<file path="config.mk">
export PLATFORM = sky130hd
export DESIGN_NAME = fetch_decode_stage
export DESIGN_NICKNAME = d
export VERILOG_FILES = /design/src/rtl/fetch_decode_stage.sv
export SDC_FILE = /design/constraint.sdc
export NUM_CORES = 1
export LEC_CHECK = 0
export BUFFER_PORTS_ARGS = -buffer_cell sky130_fd_sc_hd__clkbuf_2
export CELL_PAD_IN_SITES_DETAIL_PLACEMENT = 0
export CELL_PAD_IN_SITES_GLOBAL_PLACEMENT = 1
export CORE_ASPECT_RATIO = 2
export CORE_UTILIZATION = 37
export CTS_CLUSTER_SIZE = 16
export DETAILED_ROUTE_END_ITERATION = 6
export GPL_ROUTABILITY_DRIVEN = 0
export HOLD_SLACK_MARGIN = 0.05
export PLACE_DENSITY_LB_ADDON = 0.1
export SLEW_MARGIN = 25
export SYNTH_ARGS = -nofsm -noshare
export SYNTH_HDL_FRONTEND = slang
export SYNTH_SLANG_ARGS = --single-unit
</file>
<file path="constraint.sdc">
create_clock -name clk -period 2.2 [get_ports clk]
set_input_delay 0.33 -clock clk [delete_from_list [all_inputs] [get_ports clk]]
set_output_delay 0.33 -clock clk [all_outputs]
set_load 0.01 [all_outputs]
</file>
<file path="src/rtl/fetch_decode_stage.sv">
// Fetch stage and IF/ID pipeline register of the 5-stage RV32I core.
// Holds the fetch PC, latches the fetched instruction into Decode, honours
// the hazard unit's stall/flush/redirect controls, and counts stall and
// flush cycles with saturating counters for performance debug.
module fetch_decode_stage #(
  parameter logic [31:0] RESET_PC  = 32'h0000_0000,
  parameter logic [31:0] NOP_INSTR = 32'h0000_0013,
  parameter int unsigned CNT_W     = 16
) (
  input  logic             clk,
  input  logic             reset,
  input  logic             StallF,
  input  logic             StallD,
  input  logic             FlushD,
  input  logic             PCSrcE,
  input  logic [31:0]      PCTargetE,
  input  logic [31:0]      InstrF,
  output logic [31:0]      PCF,
  output logic [31:0]      InstrD,
  output logic [31:0]      PCD,
  output logic [31:0]      PCPlus4D,
  output logic             ValidD,
  output logic             MisalignErr,
  output logic [CNT_W-1:0] StallCnt,
  output logic [CNT_W-1:0] FlushCnt
);

  localparam logic [CNT_W-1:0] CNT_MAX = {CNT_W{1'b1}};
  localparam logic [CNT_W-1:0] CNT_ONE = {{(CNT_W-1){1'b0}}, 1'b1};

  // Saturating increment: counters stick at all-ones instead of wrapping.
  function automatic logic [CNT_W-1:0] sat_inc(input logic [CNT_W-1:0] v,
                                               input logic             en);
    if (en && (v != CNT_MAX)) return v + CNT_ONE;
    return v;
  endfunction

  logic [31:0]      pcf_q, pcf_d;
  logic [31:0]      instr_d_q, instr_d_d;
  logic [31:0]      pc_d_q, pc_d_d;
  logic [31:0]      pcplus4_d_q, pcplus4_d_d;
  logic             valid_d_q, valid_d_d;
  logic             misalign_q, misalign_d;
  logic [CNT_W-1:0] stall_cnt_q, stall_cnt_d;
  logic [CNT_W-1:0] flush_cnt_q, flush_cnt_d;
  logic [31:0]      pcplus4_f;

  // Next-state logic for the fetch PC, the IF/ID register and the counters.
  always_comb begin
    pcplus4_f   = pcf_q + 32'd4;   // wraps silently at 2^32

    // ---- Fetch: redirect beats stall, otherwise sequential ----
    pcf_d       = pcf_q;
    misalign_d  = misalign_q;
    if (PCSrcE) begin
      pcf_d      = {PCTargetE[31:2], 2'b00};
      misalign_d = misalign_q | (PCTargetE[1:0] != 2'b00);
    end else if (!StallF) begin
      pcf_d      = pcplus4_f;
    end

    // ---- IF/ID boundary: flush beats stall, otherwise capture ----
    instr_d_d   = instr_d_q;
    pc_d_d      = pc_d_q;
    pcplus4_d_d = pcplus4_d_q;
    valid_d_d   = valid_d_q;
    if (FlushD) begin
      instr_d_d   = NOP_INSTR;
      pc_d_d      = 32'd0;
      pcplus4_d_d = 32'd0;
      valid_d_d   = 1'b0;
    end else if (!StallD) begin
      instr_d_d   = InstrF;
      pc_d_d      = pcf_q;
      pcplus4_d_d = pcplus4_f;
      valid_d_d   = 1'b1;
    end

    // Event counters see only their own qualifier.
    stall_cnt_d = sat_inc(stall_cnt_q, StallF);
    flush_cnt_d = sat_inc(flush_cnt_q, FlushD);
  end

  // State registers; reset overrides every other input in the same cycle.
  always_ff @(posedge clk) begin
    if (reset) begin
      pcf_q       <= RESET_PC;
      instr_d_q   <= NOP_INSTR;
      pc_d_q      <= 32'd0;
      pcplus4_d_q <= 32'd0;
      valid_d_q   <= 1'b0;
      misalign_q  <= 1'b0;
      stall_cnt_q <= '0;
      flush_cnt_q <= '0;
    end else begin
      pcf_q       <= pcf_d;
      instr_d_q   <= instr_d_d;
      pc_d_q      <= pc_d_d;
      pcplus4_d_q <= pcplus4_d_d;
      valid_d_q   <= valid_d_d;
      misalign_q  <= misalign_d;
      stall_cnt_q <= stall_cnt_d;
      flush_cnt_q <= flush_cnt_d;
    end
  end

  assign PCF         = pcf_q;
  assign InstrD      = instr_d_q;
  assign PCD         = pc_d_q;
  assign PCPlus4D    = pcplus4_d_q;
  assign ValidD      = valid_d_q;
  assign MisalignErr = misalign_q;
  assign StallCnt    = stall_cnt_q;
  assign FlushCnt    = flush_cnt_q;

endmodule
</file>
==> results of run 1 <==
worst max-delay path, stage by stage, from the launching register on:
cell	delay, ns
sky130_fd_sc_hd__dfxtp_1	0.41
sky130_fd_sc_hd__nand4_4	0.10
sky130_fd_sc_hd__buf_4	0.21
sky130_fd_sc_hd__nor4_1	0.30
sky130_fd_sc_hd__buf_4	0.23
sky130_fd_sc_hd__a21oi_1	0.08
sky130_fd_sc_hd__a221oi_1	0.49
registers in the layout (all words and copies together) (netlist names):
signal,cells
PCPlus4D,30
MisalignErr,1
PCF,30
InstrD,32
StallCnt,16
FlushCnt,16
ValidD,1
PCD,30
layer usage:
metal | wire, um | part of all wire [%]
met5 | 0 | 0
met3 | 1330 | 5.4
met2 | 13400 | 55
met1 | 9020 | 37
met4 | 742 | 3.0
area by class of cell:
| cell class | count | area, um2 |
|---|---|---|
| Sequential cell | 156 | 3120 |
| Multi-Input combinational cell | 603 | 3780 |
| Fill cell | 1973 | 9760 |
| Timing Repair Buffer | 287 | 1630 |
| Clock inverter | 7 | 115 |
| Inverter | 18 | 67.6 |
| Tap cell | 259 | 324 |
| Clock buffer | 22 | 474 |
where the power goes:
part	leakage, nW	internal (mW)	total (mW)	switching, mW
Clock	0.284	1.85	3.00	1.14
Combinational	2.48	0.333	0.809	0.476
Sequential	1.27	2.93	3.01	0.0812
cells by family (layout without fill, tap and decap cells):
family	count (synthesis)	count (layout)	synth area share, %
adders and majority gates	3	3	0.515
xor gates and xnor gates	20	20	2.40
and+or+nand+nor	332	332	23.8
buffers and inverters	95	334	5.48
muxes	65	65	9.03
AOI/OAI and AO/OA	177	177	15.8
DFF	156	156	42.9
other	1	6	0.0515
cell usage in the layout, fill, tap and decap left out, types with 4 or more instances in the layout:
master,Yosys,final
sky130_fd_sc_hd__a211oi_1,14,14
sky130_fd_sc_hd__a21oi_1,46,46
sky130_fd_sc_hd__a311oi_1,17,17
sky130_fd_sc_hd__a31oi_1,15,15
sky130_fd_sc_hd__and3_1,10,10
sky130_fd_sc_hd__and4_1,14,14
sky130_fd_sc_hd__buf_4,6,60
sky130_fd_sc_hd__clkbuf_16,0,17
sky130_fd_sc_hd__clkbuf_2,5,224
sky130_fd_sc_hd__conb_1,1,6
sky130_fd_sc_hd__dfxtp_1,156,156
sky130_fd_sc_hd__inv_1,17,17
sky130_fd_sc_hd__mux2_2,6,6
sky130_fd_sc_hd__mux2i_1,59,59
sky130_fd_sc_hd__nand2_1,46,46
sky130_fd_sc_hd__nand3_1,23,23
sky130_fd_sc_hd__nand4_1,19,19
sky130_fd_sc_hd__nor2_1,103,102
sky130_fd_sc_hd__nor2b_1,12,12
sky130_fd_sc_hd__nor3_1,31,31
sky130_fd_sc_hd__nor3b_1,4,4
sky130_fd_sc_hd__nor4_1,24,24
sky130_fd_sc_hd__o21ai_0,40,40
sky130_fd_sc_hd__o31ai_1,12,12
sky130_fd_sc_hd__o41ai_1,4,4
sky130_fd_sc_hd__or2_2,5,5
sky130_fd_sc_hd__or3_1,14,14
sky130_fd_sc_hd__or4_1,9,9
sky130_fd_sc_hd__xnor2_1,19,19
cell usage after synthesis (3+ instances only):
| cell type | n | area share, % |
|---|---|---|
| sky130_fd_sc_hd__a211oi_1 | 14 | 1.4 |
| sky130_fd_sc_hd__a21oi_1 | 46 | 3.2 |
| sky130_fd_sc_hd__a311oi_1 | 17 | 2.0 |
| sky130_fd_sc_hd__a31oi_1 | 15 | 1.3 |
| sky130_fd_sc_hd__and3_1 | 10 | 0.86 |
| sky130_fd_sc_hd__and4_1 | 14 | 1.7 |
| sky130_fd_sc_hd__buf_1 | 6 | 0.31 |
| sky130_fd_sc_hd__buf_2 | 11 | 0.76 |
| sky130_fd_sc_hd__buf_4 | 6 | 0.62 |
| sky130_fd_sc_hd__clkbuf_1 | 49 | 2.5 |
| sky130_fd_sc_hd__clkbuf_2 | 5 | 0.34 |
| sky130_fd_sc_hd__dfxtp_1 | 156 | 43 |
| sky130_fd_sc_hd__ha_1 | 3 | 0.52 |
| sky130_fd_sc_hd__inv_1 | 17 | 0.88 |
| sky130_fd_sc_hd__mux2_2 | 6 | 0.93 |
| sky130_fd_sc_hd__mux2i_1 | 59 | 8.1 |
| sky130_fd_sc_hd__nand2_1 | 46 | 2.4 |
| sky130_fd_sc_hd__nand2b_1 | 3 | 0.26 |
| sky130_fd_sc_hd__nand3_1 | 23 | 1.6 |
| sky130_fd_sc_hd__nand4_1 | 19 | 1.6 |
| sky130_fd_sc_hd__nand4b_1 | 3 | 0.36 |
| sky130_fd_sc_hd__nor2_1 | 103 | 5.3 |
| sky130_fd_sc_hd__nor2b_1 | 12 | 1.0 |
| sky130_fd_sc_hd__nor3_1 | 31 | 2.1 |
| sky130_fd_sc_hd__nor3b_1 | 4 | 0.41 |
| sky130_fd_sc_hd__nor4_1 | 24 | 2.1 |
| sky130_fd_sc_hd__o211ai_1 | 3 | 0.31 |
| sky130_fd_sc_hd__o21a_1 | 3 | 0.31 |
| sky130_fd_sc_hd__o21ai_0 | 40 | 2.7 |
| sky130_fd_sc_hd__o221ai_1 | 3 | 0.36 |
| sky130_fd_sc_hd__o311ai_0 | 3 | 0.36 |
| sky130_fd_sc_hd__o31ai_1 | 12 | 1.2 |
| sky130_fd_sc_hd__o41ai_1 | 4 | 0.48 |
| sky130_fd_sc_hd__or2_2 | 5 | 0.43 |
| sky130_fd_sc_hd__or3_1 | 14 | 1.2 |
| sky130_fd_sc_hd__or4_1 | 9 | 0.93 |
| sky130_fd_sc_hd__xnor2_1 | 19 | 2.3 |
final timing paths:
check / start / slack, ns / to / cells past startpoint
setup / recovery: PCF[8]$_SDFFE_PP0P_ / 0.21 / PCF[17]$_SDFFE_PP0P_ / 6
hold / removal: InstrF[4] / 0.12 / InstrD[4]$_SDFFE_PP1N_ / 3
setup reg to reg: PCF[8]$_SDFFE_PP0P_ / 0.21 / PCF[17]$_SDFFE_PP0P_ / 6
hold reg to reg: MisalignErr$_SDFFE_PP0P_ / 0.45 / MisalignErr$_SDFFE_PP0P_ / 2
==> flow_summary.json, run 1 <==
{
  "worst_ep_arrival_time_ns": 2.26,
  "layout_worst_path_cycle_share_pct": 90.7,
  "cts_resized": 0,
  "cts_buffers": 17,
  "synth_ff_type": "sky130_fd_sc_hd__dfxtp_1",
  "fp-row-count": 72,
  "run_status": "complete, no violations",
  "grt_antenna_before_repair": 0,
  "synth_async_sr_flop_share_pct": 0,
  "worst-endpoint-required_ns": 2.47,
  "grtUsageTotal_pct": 24.5,
  "dp.cells": 1323,
  "clockBufferDepth": 2,
  "power-per-cell-area_nw_per_um2": 716,
  "io_buffers": 225,
  "grt_pass1_wl_um": 37900,
  "post_cts_hold_buffer_count": 0,
  "final_util_pct": 49.4,
  "place_area_um2": 8930,
  "post_cts_buffers": 0,
  "synth_cells": 849,
  "worst_slew_margin_rel_pct": 49.5,
  "fin_worst_skew_ns": 0.0135,
  "floorplan.initialDensity_pct": 37.8,
  "grt_util_met1_pct": 25.2,
  "diodes": 0,
  "grt.overflow.total": 0,
  "grt_setup_unrepaired": "no",
  "setup_ws_ns": 0.205,
  "first_iter_violations": 342,
  "start_kind": "register",
  "clock.fmax_mhz": 501,
  "die-height_um": 200,
  "worstPathMaxFanout": 16,
  "maximum_number_of_pins_on_one_net_before_global_route_repair": 85,
  "detail_route.wl_per_cell_um": 18.1,
  "clk_latency_ns": 0.43,
  "drive_above_1_share_pct": 30.3,
  "report.final.slew_viol_count": 0,
  "detail_route.wirelength_um": 24500,
  "cts_tree": "built",
  "first_pass_iters": 5,
  "total_leakage_power_nw": 4.03,
  "finalSetupTns_ns": 0,
  "area_growth_pct": 30.7,
  "dp_worst_setup_slack_ns": 0.202,
  "worst_setup_path_end_kind": "register",
  "avgSynthCellArea_um2": 8.58,
  "detailroute.via_count": 7205,
  "cts_root_buffer": "sky130_fd_sc_hd__clkbuf_16",
  "post-route-min-period_ns": 1.99,
  "globalRouteMet3Util_pct": 4.84,
  "i_o_pin_cnt": 232,
  "ir_drop_mv": 0.455,
  "grt_util_met2_pct": 46.2,
  "yosysSeqAreaShare_pct": 42.9,
  "synth-warning-count": 0,
  "global_routing_s_busiest_layer": "met2",
  "synthDistinctLibCells": 61,
  "netlist_area_um2": 7290,
  "cts_max_level": 4,
  "critPathKind": "reg -> reg",
  "core_um2": 19300,
  "timing.max_cap.violations": 0,
  "post_drt_via_cell_ratio": 5.33,
  "ys_ff_latch": 156,
  "hpwl_after_dpl_um": 18200,
  "final_nets": 1156,
  "ant_nets": 0,
  "layoutNonFillerInstCount": 1352,
  "post_route_hold_slack_ns": 0.120,
  "fp.dieW_um": 101,
  "cts.sink_count": 156,
  "worst_pin_slew_ns": 0.757,
  "grt_pass1_vias": 7025,
  "finalSetupViolCount": 0,
  "timing.hold.worst.class": "in -> reg",
  "synth_enable_flop_cells": 0,
  "cts.reportedPaths.clkPinSlew_ns": 0.06,
  "final_cell_area_um2": 9520,
  "hold_viol_final": 0,
  "route.detailed.drc": 0,
  "p_total_mw": 6.82,
  "die_area_um2": 20300
}
Note: power is estimated with default switching activity, not from simulation.
==> run 2: changes to the inputs <==
PLACE_DENSITY = 0.76   (was default)
PLACE_DENSITY_LB_ADDON = default   (was 0.1)
==> flow_summary.json, run 2 (synthesized netlist as in run 1, its figures left out) <==
{
  "run_status": "complete, no violations",
  "min_delay_path_depth": 3,
  "timing.hold.worst.class": "in -> reg",
  "timing.critical_path.slowest_cell_delay_ns": 0.39,
  "final_nets": 1159,
  "ant_nets": 0,
  "core_um2": 19300,
  "post-route-min-period_ns": 2.01,
  "cts_root_buffer": "sky130_fd_sc_hd__clkbuf_16",
  "cts_max_level": 4,
  "globalRouteMet3Util_pct": 4.46,
  "clockBufferDepth": 2,
  "power-per-cell-area_nw_per_um2": 718,
  "total_leakage_power_nw": 4.03,
  "mostFrequentLayoutCell": "sky130_fd_sc_hd__clkbuf_2",
  "clk_latency_ns": 0.42,
  "layout_worst_path_cycle_share_pct": 91.4,
  "switching_share_pct": 25.4,
  "largest_reg_flops": 32,
  "cts.sink_count": 156,
  "ir_drop_mv": 0.490,
  "global_routing_s_busiest_layer": "met2",
  "sequentialPowerShare_pct": 44.0,
  "hold_viol_final": 0,
  "area_growth_pct": 31.0,
  "timing.max_cap.violations": 0,
  "worst_slew_margin_rel_pct": 48.1,
  "fp.dieW_um": 101,
  "grt_util_met1_pct": 23.1,
  "report.final.slew_viol_count": 0,
  "io_buffers": 225,
  "worst_ep_arrival_time_ns": 2.31,
  "grt_util_met2_pct": 44.1,
  "worst_setup_path_end_kind": "register",
  "diodes": 0,
  "drive_above_1_share_pct": 30.6,
  "power.clock.fraction_pct": 44.3,
  "grt.overflow.total": 0,
  "hpwl_after_dpl_um": 18300,
  "layout.area.seq_um2": 3120,
  "grt_setup_unrepaired": "no",
  "fin_worst_skew_ns": 0.0101,
  "grt_pass1_vias": 6935,
  "post_cts_buffers": 0,
  "cts_buffers": 17,
  "critPathKind": "reg -> reg",
  "die-height_um": 200,
  "first_iter_violations": 336,
  "detail_route.wirelength_um": 24300,
  "cts_tree": "built",
  "post_cts_hold_buffer_count": 0,
  "floorplan.initialDensity_pct": 37.8,
  "dp_worst_setup_slack_ns": 0.210,
  "start_kind": "register",
  "detail_route.wl_per_cell_um": 17.9,
  "grt_pass1_wl_um": 36800,
  "worstPathCellList": "ha_1 > nand3_1 > buf_4 > nor3_1 > a211oi_1 > a2111oi_0",
  "power_switching_mw": 1.74,
  "worst_pin_slew_ns": 0.772,
  "finalSetupViolCount": 0,
  "mostFrequentLayoutCells": "sky130_fd_sc_hd__clkbuf_2 (224), sky130_fd_sc_hd__dfxtp_1 (156), sky130_fd_sc_hd__nor2_1 (102), sky130_fd_sc_hd__buf_4 (64), sky130_fd_sc_hd__mux2i_1 (59)",
  "regToRegEndpoint": "PCF[14]$_SDFFE_PP0P_",
  "timing.reg2reg.setup_slack_ns": 0.19,
  "fillerInstances": 1975,
  "path_delay_family": "simple AND/OR/NAND/NOR gates",
  "pwr-share-comb_pct": 11.7,
  "setup_ws_ns": 0.190,
  "route.detailed.drc": 0,
  "cts.reportedPaths.clkPinSlew_ns": 0.06,
  "cts_resized": 0,
  "startpoint_of_the_lowest_slack_register_to_register_path": "PCF[3]$_SDFFE_PP0P_",
  "clock.fmax_mhz": 498,
  "detailroute.via_count": 7361,
  "die_area_um2": 20300,
  "grt_antenna_before_repair": 0,
  "fp-row-count": 72,
  "worst_r2r_path_depth": 6,
  "i_o_pin_cnt": 232,
  "power.internal_mw": 5.11,
  "cp_slowest_cell": "sky130_fd_sc_hd__dfxtp_1",
  "worst-endpoint-required_ns": 2.50,
  "finalSetupTns_ns": 0,
  "cp.buffers_inverters": 1,
  "maximum_number_of_pins_on_one_net_before_global_route_repair": 85,
  "first_pass_iters": 4,
  "hp-start": "InstrF[4]",
  "worstPathMaxFanout": 11,
  "grtUsageTotal_pct": 23.7,
  "post_drt_via_cell_ratio": 5.42,
  "multi_input_comb_area_um2": 3780,
  "hold_path_end": "InstrD[4]$_SDFFE_PP1N_"
}
run 2: how the worst max path moves through the flow:
stage,slack [ns],depth (start not counted),end,start
2_1_floorplan,0.16,6,PCF[30]$_SDFFE_PP0P_,PCF[22]$_SDFFE_PP0P_
3_3_place_gp,0.27,4,PCF[30]$_SDFFE_PP0P_,PCF[22]$_SDFFE_PP0P_
3_5_place_dp,0.21,6,PCF[14]$_SDFFE_PP0P_,PCF[3]$_SDFFE_PP0P_
4_1_cts,0.19,6,PCF[14]$_SDFFE_PP0P_,PCF[3]$_SDFFE_PP0P_
5_1_grt,0.04,5,PCF[25]$_SDFFE_PP0P_,PCF[3]$_SDFFE_PP0P_
6_report,0.19,6,PCF[14]$_SDFFE_PP0P_,PCF[3]$_SDFFE_PP0P_
run 2: worst min-delay path: cells and delay by family:
family	cells	cell delay [ns]
AND/OR/NAND/NOR	1	0.06
multiplexers	1	0.05
buffers and inverters	1	0.08
run 2: through the flow:
step	instances	cell area [um2]	power (mW)	utilization, %	hold slack (ns)
3_3_place_gp	1326	8940	3.87	46.4	0.434
5_1_grt	1358	9550	7.11	49.5	0.137
4_1_cts	1358	9550	6.93	49.5	0.109
2_1_floorplan	854	7300	3.51	-	0.455
3_5_place_dp	1326	8940	3.88	46.4	0.449
6_report	1358	9550	6.85	49.5	0.122
run 2: power groups by stage:
stage	sequential, mW	combinational (mW)	clock, mW
floorplan	3.12	0.399	0
global placement	3.07	0.802	0
detailed placement	3.08	0.808	0
CTS	3.01	0.810	3.10
global route	3.03	0.875	3.21
finish	3.01	0.804	3.03
run 2: final cells by class:
cell class | count | share of cell area [%]
Inverter | 18 | 0.708
Clock inverter | 10 | 1.47
Multi-Input combinational cell | 603 | 39.7
Clock buffer | 22 | 4.86
Tap cell | 259 | 3.39
Sequential cell | 156 | 32.7
Timing Repair Buffer | 290 | 17.2
run 2: routing by layer:
metal / up-vias / part of all wire, %
met5: - / 0
met1: 3435 / 35
li1: 3578 / -
met2: 276 / 53
met4: 0 / 5.4
met3: 72 / 5.9
==> run 3: changes to the inputs <==
CORE_UTILIZATION = 34   (was 37)
HOLD_SLACK_MARGIN = 0.02   (was 0.05)
PLACE_DENSITY = 0.73   (was 0.76)
clock period = 1.8 ns   (was 2.2 ns; I/O delays follow)
==> flow_summary.json, run 3 (synthesized netlist as in run 1, its figures left out) <==
{
  "timing.critical_path.slowest_cell_delay_ns": 0.59,
  "p_total_mw": 8.67,
  "run_status": "complete, no violations",
  "ant_nets": 0,
  "first_iter_violations": 236,
  "cts.reportedPaths.clkPinSlew_ns": 0.06,
  "sequentialPowerShare_pct": 42.5,
  "route.detailed.drc": 0,
  "worst-endpoint-required_ns": 2.16,
  "hpwl_after_dpl_um": 18800,
  "detail_route.wirelength_um": 25000,
  "largest_reg_flops": 32,
  "timing.max_cap.violations": 0,
  "grt_antenna_before_repair": 0,
  "clockBufferDepth": 2,
  "cp_slowest_cell": "sky130_fd_sc_hd__or4_4",
  "io_buffers": 225,
  "clock.fmax_mhz": 569,
  "mostFrequentLayoutCells": "sky130_fd_sc_hd__clkbuf_2 (224), sky130_fd_sc_hd__dfxtp_1 (136), sky130_fd_sc_hd__nor2_1 (103), sky130_fd_sc_hd__buf_4 (93), sky130_fd_sc_hd__mux2i_1 (59)",
  "grtUsageTotal_pct": 22.9,
  "maximum_number_of_pins_on_one_net_before_global_route_repair": 85,
  "floorplan.initialDensity_pct": 34.7,
  "grt_pass1_vias": 7155,
  "cts.sink_count": 156,
  "grt_pass1_wl_um": 38600,
  "fp-row-count": 75,
  "grt_setup_unrepaired": "yes",
  "ir_drop_mv": 0.597,
  "worstPathMaxFanout": 8,
  "post_drt_via_cell_ratio": 5.29,
  "post_route_hold_slack_ns": 0.0482,
  "i_o_pin_cnt": 232,
  "power-per-cell-area_nw_per_um2": 857,
  "drive_above_1_share_pct": 36.6,
  "finalSetupViolCount": 0,
  "die-height_um": 209,
  "mostFrequentLayoutCell": "sky130_fd_sc_hd__clkbuf_2",
  "final_nets": 1195,
  "critPathKind": "reg -> reg",
  "clk_latency_ns": 0.44,
  "timing.reg2reg.setup_slack_ns": 0.04,
  "total_leakage_power_nw": 4.32,
  "layoutNonFillerInstCount": 1404,
  "critical_path.most_common_cell": "sky130_fd_sc_hd__or4_4",
  "core_um2": 21000,
  "power.clock.fraction_pct": 45.6,
  "pwr-share-comb_pct": 12.0,
  "fp.dieW_um": 106,
  "finalSetupTns_ns": 0,
  "detailroute.via_count": 7430,
  "power.internal_mw": 6.48,
  "worst_setup_path_end_kind": "register",
  "start_kind": "register",
  "first_pass_iters": 5,
  "worst_ep_arrival_time_ns": 2.12,
  "switching_share_pct": 25.2,
  "area_growth_pct": 38.8,
  "final_util_pct": 48.1,
  "diodes": 0,
  "worstPathCellList": "nand4_4 > or4_4 > or4_4 > a311oi_2",
  "timing.hold.worst.class": "in -> reg",
  "cts_tree": "built",
  "cts_max_level": 4,
  "grt.overflow.total": 0,
  "hold_viol_final": 0,
  "report.final.slew_viol_count": 0,
  "fin_worst_skew_ns": 0.00703,
  "die_area_um2": 22100,
  "dp.cells": 1369,
  "detail_route.wl_per_cell_um": 17.8,
  "cts_buffers": 17,
  "worst_slew_margin_rel_pct": 64.6,
  "cts_root_buffer": "sky130_fd_sc_hd__clkbuf_16",
  "post-route-min-period_ns": 1.76,
  "power_switching_mw": 2.19,
  "worst_pin_slew_ns": 0.531,
  "layout_worst_path_cycle_share_pct": 97.6
}
run 3: cell types whose count changed in the layout (fill, tap and decap cells not counted), sizes merged:
cell,change
bufinv,+1
clkinvlp,-4
buf,+36
clkinv,+4
clkbuf,-1
run 3: worst paths after layout:
path,to,startpoint,cells after the start
hold reg to reg,MisalignErr$_SDFFE_PP0P_,MisalignErr$_SDFFE_PP0P_,2
hold / removal,InstrD[0]$_SDFFE_PP1N_,InstrF[0],3
setup / recovery,PCF[25]$_SDFFE_PP0P_,PCF[11]$_SDFFE_PP0P_,4
setup reg to reg,PCF[25]$_SDFFE_PP0P_,PCF[11]$_SDFFE_PP0P_,4
run 3: power by group through the flow:
| stage | combinational (mW) | sequential [mW] | clock, mW |
|---|---|---|---|
| 2_1_floorplan | 0.516 | 3.82 | 0 |
| 3_3_place_gp | 1.03 | 3.75 | 0 |
| 3_5_place_dp | 1.03 | 3.76 | 0 |
| 4_1_cts | 1.03 | 3.68 | 4.04 |
| 5_1_grt | 1.13 | 3.70 | 4.18 |
| 6_report | 1.04 | 3.68 | 3.95 |
run 3: metal layers:
layer	vias to the layer above	global-route usage (%)	share of wire [%]
met4	0	11.0	3.4
met1	3525	22.3	36
met3	45	5.65	5.5
li1	3650	-	-
met5	-	0	0
met2	210	44.1	55
run 3: area by class of cell:
cell class / instances / area (um2)
clock buffers: 21 / 480
clock inverters: 11 / 164
fillers: 2158 / 10900
inverters: 18 / 67.6
multi-input cells: 603 / 3940
flip-flops and latches: 156 / 3150
well taps: 269 / 337
repair buffers: 326 / 1970
run 3: repair_timing:
action / in CTS / in global routing
pin swaps: 0 / 12
hold buffers: 0 / 0
endpoints found under the setup margin: 9 / 33
setup buffers: 0 / 3
resized for setup: 5 / 25
run 3: critical path: cells and delay by family (launching register included):
| kind | cells | cell delay [ns] |
|---|---|---|
| flip-flops | 1 | 0.35 |
| AO/OA/AOI/OAI | 1 | 0.19 |
| AND/OR/NAND/NOR | 3 | 1.14 |
run 3: stage by stage:
stage	area, um2	setup slack, ns
floorplan	7450	-0.155
global placement	9300	-0.0796
detailed placement	9300	-0.0892
CTS	9960	-0.00379
global route	10100	-0.0492
finish	10100	0.0436
